--- config.mk ---
export PLATFORM = sky130hd
export DESIGN_NAME = serial_add_sub
export DESIGN_NICKNAME = d
export VERILOG_FILES = /design/src/rtl/addsub_pkg.sv /design/src/rtl/addsub_chunk.sv /design/src/rtl/serial_add_sub.sv
export SDC_FILE = /design/constraint.sdc
export NUM_CORES = 1
export LEC_CHECK = 0
export BUFFER_PORTS_ARGS = -buffer_cell sky130_fd_sc_hd__buf_2
export CORE_ASPECT_RATIO = 1.75
export CORE_UTILIZATION = 40
export CTS_CLUSTER_DIAMETER = 30
export DETAILED_ROUTE_END_ITERATION = 10
export PLACE_DENSITY = 0.62
export SYNTH_ARGS = -nofsm -noshare
export SYNTH_HDL_FRONTEND = slang
export SYNTH_SLANG_ARGS = --single-unit
--- constraint.sdc ---
create_clock -name clk -period 4.2 [get_ports clk]
set_input_delay 0.21 -clock clk [delete_from_list [all_inputs] [get_ports clk]]
set_output_delay 0.21 -clock clk [all_outputs]
set_load 0.005 [all_outputs]
--- src/rtl/addsub_pkg.sv ---
// Shared definitions for the serial add/subtract unit.
//   state_e : FSM state encoding (IDLE, BUSY, DONE)
//   OP_ADD / OP_SUB : encoding of the op input
package addsub_pkg;

    typedef enum logic [1:0] {
        IDLE = 2'd0,
        BUSY = 2'd1,
        DONE = 2'd2
    } state_e;

    localparam logic OP_ADD = 1'b0;
    localparam logic OP_SUB = 1'b1;

endpackage

--- src/rtl/addsub_chunk.sv ---
// Combinational W-bit adder slice, time-multiplexed over the operand chunks
// by serial_add_sub.
//   a, b  : W-bit addends
//   cin   : carry into bit 0
//   s     : W-bit sum
//   cout  : carry out of bit W-1
module addsub_chunk #(
    parameter int W = 8
) (
    input  logic [W-1:0] a,
    input  logic [W-1:0] b,
    input  logic         cin,
    output logic [W-1:0] s,
    output logic         cout
);

    assign {cout, s} = {1'b0, a} + {1'b0, b} + {{W{1'b0}}, cin};

endmodule

--- src/rtl/serial_add_sub.sv ---
// Multi-cycle add/subtract: WIDTH-bit operands processed CHUNK bits per
// cycle, least-significant chunk first, carry rippled through a register.
// WIDTH must be an integer multiple of CHUNK.
//
// Ports:
//   clk, rst_n           : clock (rising edge), async active-low reset
//   in_valid / in_ready  : operand handshake (in_ready high only in IDLE)
//   a, b, op, cin        : operands, op (0 add / 1 sub), carry-in
//   out_valid / out_ready: result handshake (out_valid high only in DONE)
//   sum, cout            : result and carry-out of MSB (sub: 1 = no borrow)
//   ovf, zero, neg       : signed overflow, result == 0, result MSB
//
// Build option: define ADDSUB_FLAGS_EN to compute ovf/zero/neg; otherwise
// those ports are tied to 0 and the flag logic is not built.
//
// state | meaning
// ------+---------------------------------------------------------
// IDLE  | waiting for operands, in_ready = 1
// BUSY  | one chunk per cycle, chunk index = cnt_q
// DONE  | result held, out_valid = 1 until out_ready
module serial_add_sub
    import addsub_pkg::*;
#(
    parameter int WIDTH = 32,
    parameter int CHUNK = 8
) (
    input  logic             clk,
    input  logic             rst_n,
    input  logic             in_valid,
    output logic             in_ready,
    input  logic [WIDTH-1:0] a,
    input  logic [WIDTH-1:0] b,
    input  logic             op,
    input  logic             cin,
    output logic             out_valid,
    input  logic             out_ready,
    output logic [WIDTH-1:0] sum,
    output logic             cout,
    output logic             ovf,
    output logic             zero,
    output logic             neg
);

    localparam int NCHUNK = WIDTH / CHUNK;
    localparam int CW     = (NCHUNK > 1) ? $clog2(NCHUNK) : 1;
    localparam int BW     = (WIDTH > 1) ? $clog2(WIDTH) : 1;
    localparam int MSB    = WIDTH - 1;

    state_e           state_q, state_d;
    logic [CW-1:0]    cnt_q, cnt_d;
    logic [WIDTH-1:0] a_q, a_d;
    logic [WIDTH-1:0] b_q, b_d;      // b already conditionally inverted
    logic [WIDTH-1:0] sum_q, sum_d;
    logic             carry_q, carry_d;

    logic             accept;
    logic             last_chunk;
    logic [BW-1:0]    base;
    logic [CHUNK-1:0] chunk_s;
    logic             chunk_c;

    assign accept     = in_valid && (state_q == IDLE);
    assign last_chunk = (cnt_q == CW'(NCHUNK - 1));
    // Bit offset of the current chunk; never exceeds WIDTH-CHUNK.
    assign base       = BW'(cnt_q) * BW'(CHUNK);

    addsub_chunk #(.W(CHUNK)) u_chunk (
        .a    (a_q[base +: CHUNK]),
        .b    (b_q[base +: CHUNK]),
        .cin  (carry_q),
        .s    (chunk_s),
        .cout (chunk_c)
    );

    always_comb begin
        state_d = state_q;
        cnt_d   = cnt_q;
        a_d     = a_q;
        b_d     = b_q;
        sum_d   = sum_q;
        carry_d = carry_q;
        case (state_q)
            IDLE: begin
                if (in_valid) begin
                    a_d     = a;
                    b_d     = (op == OP_SUB) ? ~b : b;
                    carry_d = cin;
                    cnt_d   = '0;
                    state_d = BUSY;
                end
            end
            BUSY: begin
                sum_d[base +: CHUNK] = chunk_s;
                carry_d              = chunk_c;
                if (last_chunk) begin
                    state_d = DONE;
                end else begin
                    cnt_d = cnt_q + 1'b1;
                end
            end
            DONE: begin
                if (out_ready) begin
                    state_d = IDLE;
                end
            end
            default: state_d = IDLE;
        endcase
    end

    always_ff @(posedge clk or negedge rst_n) begin
        if (!rst_n) begin
            state_q <= IDLE;
            cnt_q   <= '0;
            a_q     <= '0;
            b_q     <= '0;
            sum_q   <= '0;
            carry_q <= 1'b0;
        end else begin
            state_q <= state_d;
            cnt_q   <= cnt_d;
            a_q     <= a_d;
            b_q     <= b_d;
            sum_q   <= sum_d;
            carry_q <= carry_d;
        end
    end

    assign in_ready  = (state_q == IDLE);
    assign out_valid = (state_q == DONE);
    assign sum       = sum_q;
    assign cout      = carry_q;

`ifdef ADDSUB_FLAGS_EN
    logic zero_acc_q, zero_acc_d;

    always_comb begin
        zero_acc_d = zero_acc_q;
        if (accept) begin
            zero_acc_d = 1'b1;
        end else if (state_q == BUSY) begin
            zero_acc_d = zero_acc_q & (chunk_s == '0);
        end
    end

    always_ff @(posedge clk or negedge rst_n) begin
        if (!rst_n) begin
            zero_acc_q <= 1'b0;
        end else begin
            zero_acc_q <= zero_acc_d;
        end
    end

    // Operands and result are all held in registers, so the flags are
    // stable throughout DONE.
    assign ovf  = (a_q[MSB] == b_q[MSB]) & (sum_q[MSB] != a_q[MSB]);
    assign neg  = sum_q[MSB];
    assign zero = zero_acc_q;
`else
    assign ovf  = 1'b0;
    assign neg  = 1'b0;
    assign zero = 1'b0;
`endif

endmodule
==> metrics.md, run 1 <==
| Metric | Value |
|---|---|
| Fmax | `0.3095 GHz` |
| WHS | `-0.02110 ns` |
| Number of instances in the placed design | `651` |
| Met3 WL post-DR | `358 um` |
| Final core utilization | `0.4894` |
| Max Clock Skew | `0.009738 ns` |
| CTS tree | `done` |
| Post-route ant nets | `0` |
| Peak supply drop | `0.4294 mV` |
| GRT overflow | `0` |
| RSZ-0062 raised after global routing | `no` |
| First-pass GRT wire length | `18080 um` |
| Post-Layout Cell Count | `667` |
| I/O Pins | `108` |
| Synth cell types | `43` |
| CP Launch Point | `cnt_q[0]$_DFFE_PN0P_` |
| Vias per cell | `4.969` |
| DP Wirelength | `8565 um` |
| Pins Over Slew Limit | `0` |
| Min Tclk post-route | `3.231 ns` |
| Synth warn | `0` |
| Largest net degree at the start of global routing | `97` |
| Post-synthesis register bit count | `101` |
| Class of the worst hold path | `in2async` |
| Final setup viols | `0` |
| Outcome | `complete, but fails checks` |
| Share of cells above drive strength 1 | `0.3825` |
| Fill cells | `1101` |
| Placement Setup Slack | `0.9080 ns` |
| DR vias | `3314` |
| Final worst setup slack | `0.9694 ns` |
| Critical path launch point type | `register` |
| Met1 WL | `4164 um` |
| Cell Area, Synth | `4922 um^2` |
| Initial antenna violation count | `0` |
| Clk slew on worst S/H paths | `0.07 ns` |
| WP data arrival | `3.46 ns` |
| Row cnt | `53` |
| GR Util All Layers | `0.1896` |
| Core box area | `12000 um^2` |
| Met2 WL post-DR | `6333 um` |
| Mean Syn Cell Area | `12.34 um^2` |
| Port bufs | `104` |
| Async S/R FF share, synth | `1.000` |
| Highest metal used | `met4` |
| Sum of negative setup slack | `0 ns` |
| Post-layout nets | `582` |
| Crit Path Category | `reg2reg` |
| Placer congestion estimate | `0.8152` |
| Post-CTS Hold Fix Bufs | `0` |
| Worst Setup End Kind | `register` |
| Dominant synthesized flop cell | `dfrtp_1` |
| Clk root buf | `clkbuf_16` |
| Synthesis-to-layout area growth | `19.34%` |
| Initial Utilization | `0.4101` |
| CP required | `4.43 ns` |
| Sink Count | `101` |
| Fin. Hold Viols | `33` |
| Total power | `5.313 mW` |
| Worst-skew pair later-pin latency | `0.35 ns` |
| Sequential share of the synthesized area | `0.5135` |
| Setup bufs post-CTS | `0` |
| Period utilisation layout | `0.7692` |
| CP max FO | `10` |
| Pre-Repair DR Iteration Count | `4` |
| Number of DRC markers in iteration 0 | `148` |
| Power Dens Cells | `904.5 nW/um^2` |
| Drt total wl | `11170 um` |
| Clock Tree Buf Depth | `2` |
| Commonest non-fill, non-tap cell in the layout | `buf_2` |
| Vias in the first global route | `3572` |
| ANT cells | `0` |
| Leak | `2.682 nW` |
| TritonCTS Buffers | `9` |
| Drt drc | `0` |
| Final instance area | `5874 um^2` |
| Die H | `148.7 um` |
| Drt wl/cell | `16.75 um` |
| Reg-to-reg startpoint | `cnt_q[0]$_DFFE_PN0P_` |
| PostCTS Resize Cnt | `0` |
| Worst-Margin Slew | `0.9960 ns` |
| # Max-Cap Violations | `0` |
| Post-placement cell area | `5567 um^2` |
| H-Tree Depth | `3` |
| Worst rel slew slack | `0.3360` |
| Cells after Synth | `399` |
| Most frequent cells in the layout | `buf_2 (103), dfrtp_1 (101), nor2_1 (40)` |
| Total die area | `12770 um^2` |
| Failing checks | `negative hold slack` |
| Die width | `85.86 um` |
| Post-synth EDFFs | `0` |
-- layout make-up --
type,count,area [um^2],area share
inverters,9,33.78,0.005751
flip-flops and latches,101,2527,0.4302
well taps,165,206.4,0.03514
repair buffers,108,553.0,0.09414
multi-input cells,268,2246,0.3823
clock inverters,7,82.58,0.01406
clock buffers,9,225.2,0.03834
-- kinds of logic after synthesis --
group | Yosys count | synth area share
DFF | 101 | 0.5135
AOI/OAI and AO/OA | 86 | 0.1197
and+or+nand+nor | 81 | 0.08388
muxes | 48 | 0.1464
xor gates and xnor gates | 35 | 0.06228
buffers and inverters | 32 | 0.03228
adders and majority gates | 15 | 0.04118
other | 1 | 0.0007619
-- registers in the layout (all words and copies together), names as in the netlist --
signal	flops
cout	1
b_q	32
cnt_q	2
state_q	2
sum	32
a_q	32
-- path summary, 6_finish.rpt --
path / end / slack (ns) / cells past startpoint
max reg2reg: sum[30]$_DFFE_PN0P_ / 0.97 / 9
max in group asynchronous: a_q[17]$_DFFE_PN0P_ / 3.26 / 2
min: a_q[6]$_DFFE_PN0P_ / -0.02 / 1
max: sum[30]$_DFFE_PN0P_ / 0.97 / 9
min reg2reg: sum[22]$_DFFE_PN0P_ / 0.48 / 2
min in group clk: a_q[18]$_DFFE_PN0P_ / 0.08 / 2
-- cell usage after synthesis (2+ instances only) --
| cell | count | share of area |
|---|---|---|
| clkbuf_1 | 3 | 0.0023 |
| or3_4 | 2 | 0.0046 |
| a22o_1 | 21 | 0.037 |
| fa_1 | 2 | 0.0081 |
| nor2_1 | 40 | 0.031 |
| nor2b_1 | 2 | 0.0025 |
| nor3_1 | 2 | 0.0020 |
| o21ai_0 | 7 | 0.0071 |
| xnor2_1 | 33 | 0.059 |
| nor3_2 | 3 | 0.0061 |
| o21ai_2 | 4 | 0.0071 |
| xor2_1 | 2 | 0.0036 |
| buf_2 | 13 | 0.013 |
| mux4_2 | 16 | 0.073 |
| nand2_1 | 16 | 0.012 |
| a21oi_1 | 38 | 0.039 |
| nand2_4 | 3 | 0.0069 |
| a21o_1 | 2 | 0.0030 |
| ha_1 | 13 | 0.033 |
| dfrtp_1 | 101 | 0.51 |
| buf_4 | 6 | 0.0092 |
| inv_1 | 9 | 0.0069 |
| nand2b_1 | 4 | 0.0051 |
| mux2_2 | 32 | 0.073 |
| nand4_1 | 2 | 0.0025 |
| o21ai_1 | 6 | 0.0061 |
-- layer usage --
metal	GRT usage	vias up
met5	0	-
met4	0.07750	0
met3	0.03431	18
met2	0.3512	90
met1	0.2107	1610
li1	-	1596
-- where the power goes --
| group | internal [mW] | switching, mW | total (mW) |
|---|---|---|---|
| clock | 0.472 | 0.389 | 0.860 |
| combinational | 1.24 | 1.50 | 2.74 |
| sequential | 1.41 | 0.304 | 1.71 |
-- worst max-delay path: stages (launching register included) --
cell	delay (ns)
dfrtp_1	0.71
mux4_2	0.61
fa_1	0.44
inv_1	0.09
fa_1	0.25
nor2b_4	0.06
o31a_1	0.28
or4_4	0.44
o311ai_4	0.12
o21ai_2	0.10
Note: power is estimated with default switching activity, not from simulation.
==> inputs of run 2 (changes only) <==
- clock period: 4.2 -> 3.2 ns (I/O delays scaled with it)
==> run 2 against run 1 <==
  * The run now ends clean
  * Hold slack gained 0.069 ns
  * Die area stayed put
  * Power up 33%
  * Critical path depth is 1 lower
  * Wire length fell by 0.52%
  * First-iteration DRC count is 34% lower
  * Core utilization is 0.55 points higher
  * Combinational power increased by 34%
  * Global-route usage about the same
  * Sequential power rose by 30%
  * Via count grew 1.9%
  * Sequential cell count did not move
==> metrics.md, run 2 (synthesized netlist as in run 1, its figures left out) <==
| Metric | Value |
|---|---|
| ANT cells | `0 (unchanged)` |
| Sequential Power Share | `0.314 (-0.008)` |
| Commonest non-fill, non-tap cell in the layout | `buf_2` |
| Post-placement cell area | `5597 um^2 (+0.54%)` |
| Initial Utilization | `0.4101 (unchanged)` |
| Die width | `85.86 um (unchanged)` |
| Worst-skew pair later-pin latency | `0.34 ns (about the same)` |
| Final core utilization | `0.4949 (+0.005525)` |
| Drt wl/cell | `16.56 um (-1.1%)` |
| Period utilisation layout | `0.9158 (+0.1466)` |
| Post-layout nets | `587 (+0.86%)` |
| CP max FO | `14 (+4)` |
| Die H | `148.7 um (unchanged)` |
| Most frequent cells in the layout | `buf_2 (103), dfrtp_1 (101), nor2_1 (40)` |
| Core box area | `12000 um^2 (unchanged)` |
| Fmax | `0.3412 GHz (+10%)` |
| Comb power frac | `0.518 (+0.002)` |
| Setup bufs post-CTS | `0 (unchanged)` |
| Sw frac | `0.4008 (-0.01181)` |
| Worst-Margin Slew | `0.8653 ns (-0.1307 ns)` |
| Final instance area | `5941 um^2 (+1.1%)` |
| Leak | `2.722 nW (+1.5%)` |
| Sum of negative setup slack | `0 ns (unchanged)` |
| Fin. Hold Viols | `0 (-100%)` |
| H-Tree Depth | `3 (unchanged)` |
| CP required | `3.43 ns (-1.00 ns)` |
| Power share of the clock group | `0.169 (+0.007)` |
| R2R setup slack | `0.27 ns (-0.70 ns)` |
| Vias in the first global route | `3622 (+1.4%)` |
| Pins Over Slew Limit | `0 (unchanged)` |
| GRT overflow | `0 (unchanged)` |
| Reg-to-reg startpoint | `cnt_q[0]$_DFFE_PN0P_` |
| RSZ-0062 raised after global routing | `no` |
| Share of cells above drive strength 1 | `0.3854 (+0.002905)` |
| Net Switching | `2.837 mW (+29%)` |
| GR Util All Layers | `0.1901 (+0.0004951)` |
| Worst Path Buf+Inv | `1 (unchanged)` |
| Pint | `4.242 mW (+36%)` |
| Largest net degree at the start of global routing | `78 (-20%)` |
| Port bufs | `104 (unchanged)` |
| I/O Pins | `108 (unchanged)` |
| Peak supply drop | `0.6161 mV (+43%)` |
| CP peak stage delay | `0.57 ns (-0.14 ns)` |
| Hold Crit Start | `a[20]` |
| Max Clock Skew | `0.003930 ns (-0.005808 ns)` |
| Clk root buf | `clkbuf_16` |
| Drt total wl | `11110 um (-0.52%)` |
| First-pass GRT wire length | `18170 um (+0.46%)` |
| Post-route ant nets | `0 (unchanged)` |
| Row cnt | `53 (unchanged)` |
| Worst Setup End Kind | `register` |
| Pre-Repair DR Iteration Count | `4 (unchanged)` |
| Vias per cell | `5.031 (+1.3%)` |
| Placer congestion estimate | `0.8069 (-1.0%)` |
| CP delay by family, top | `compound AO/OA/AOI/OAI gates` |
| Clock Tree Buf Depth | `2 (unchanged)` |
| Power Dens Cells | `1192 nW/um^2 (+32%)` |
| TritonCTS Buffers | `9 (unchanged)` |
| CP Launch Point | `cnt_q[0]$_DFFE_PN0P_` |
| Crit Path Category | `reg2reg` |
| Outcome | `finished clean` |
| DR vias | `3376 (+1.9%)` |
| Initial antenna violation count | `0 (unchanged)` |
| Slowest-stage cell, CP | `mux4_2` |
| # Max-Cap Violations | `0 (unchanged)` |
| Drt drc | `0 (unchanged)` |
| Number of DRC markers in iteration 0 | `97 (-34%)` |
| Final setup viols | `0 (unchanged)` |
| CTS tree | `done` |
| Total die area | `12770 um^2 (unchanged)` |
| Critical path launch point type | `register` |
| Min Tclk post-route | `2.930 ns (-0.3002 ns)` |
| DP Wirelength | `8562 um (about the same)` |
| Worst rel slew slack | `0.4231 (+0.08712)` |
| CP cell instances | `buf_4, mux4_2, ha_1, a21o_1, o21ai_0, a311o_1, o311ai_2, a22o_1` |
| WP data arrival | `3.16 ns (-0.30 ns)` |
| Synthesis-to-layout area growth | `20.69%` |
| Clk slew on worst S/H paths | `0.06 ns (about the same)` |
| Class of the worst hold path | `in2reg` |
| Sink Count | `101 (unchanged)` |
## run 2: metal layers
layer / vias up / part of all wire / track usage
li1: 1608 / - / -
met1: 1653 / 0.37 / 0.2074
met2: 95 / 0.56 / 0.3520
met3: 20 / 0.029 / 0.02712
met4: 0 / 0.033 / 0.09750
met5: - / 0 / 0
## run 2: cell type report
type                    instances  area [um^2]
multi-input cells             268         2246
clock buffers                  12        266.5
flip-flops and latches        101         2527
fillers                      1111         6062
well taps                     165        206.4
inverters                       9        33.78
clock inverters                 3        67.56
repair buffers                113        593.1
## run 2: path summary, 6_finish.rpt
| kind | end | cells past startpoint |
|---|---|---|
| min | a_q[20]$_DFFE_PN0P_ | 2 |
| min in group asynchronous | sum[29]$_DFFE_PN0P_ | 2 |
| max | sum[31]$_DFFE_PN0P_ | 8 |
| max reg2reg | sum[31]$_DFFE_PN0P_ | 8 |
| max in group asynchronous | a_q[25]$_DFFE_PN0P_ | 3 |
| min reg2reg | sum[2]$_DFFE_PN0P_ | 2 |
## run 2: power groups by stage
stage	Clock [mW]	Sequential (mW)	Combinational, mW
finish	1.19	2.22	3.66
global route	1.26	2.29	4.06
detailed placement	0	2.26	3.69
CTS	1.21	2.23	3.71
floorplan	0	2.11	2.75
global placement	0	2.23	3.62
## run 2: repair_timing
action                                  4_1_cts  5_1_grt
resized for setup                             0        0
endpoints found under the setup margin        0        0
hold buffers                                  1        0
endpoints found under the hold margin        65        0
## run 2: through the flow
step / hold WS (ns) / setup WS, ns / total power [mW] / std cells
finish: 0.04822 / 0.2696 / 7.079 / 671
global route: 0.04811 / 0.06731 / 7.615 / 671
CTS: 0.04296 / 0.2644 / 7.160 / 671
detailed placement: 0.3204 / 0.2878 / 5.952 / 655
global placement: 0.3196 / 0.3499 / 5.849 / 655
floorplan: -0.1356 / 0.2678 / 4.853 / 401
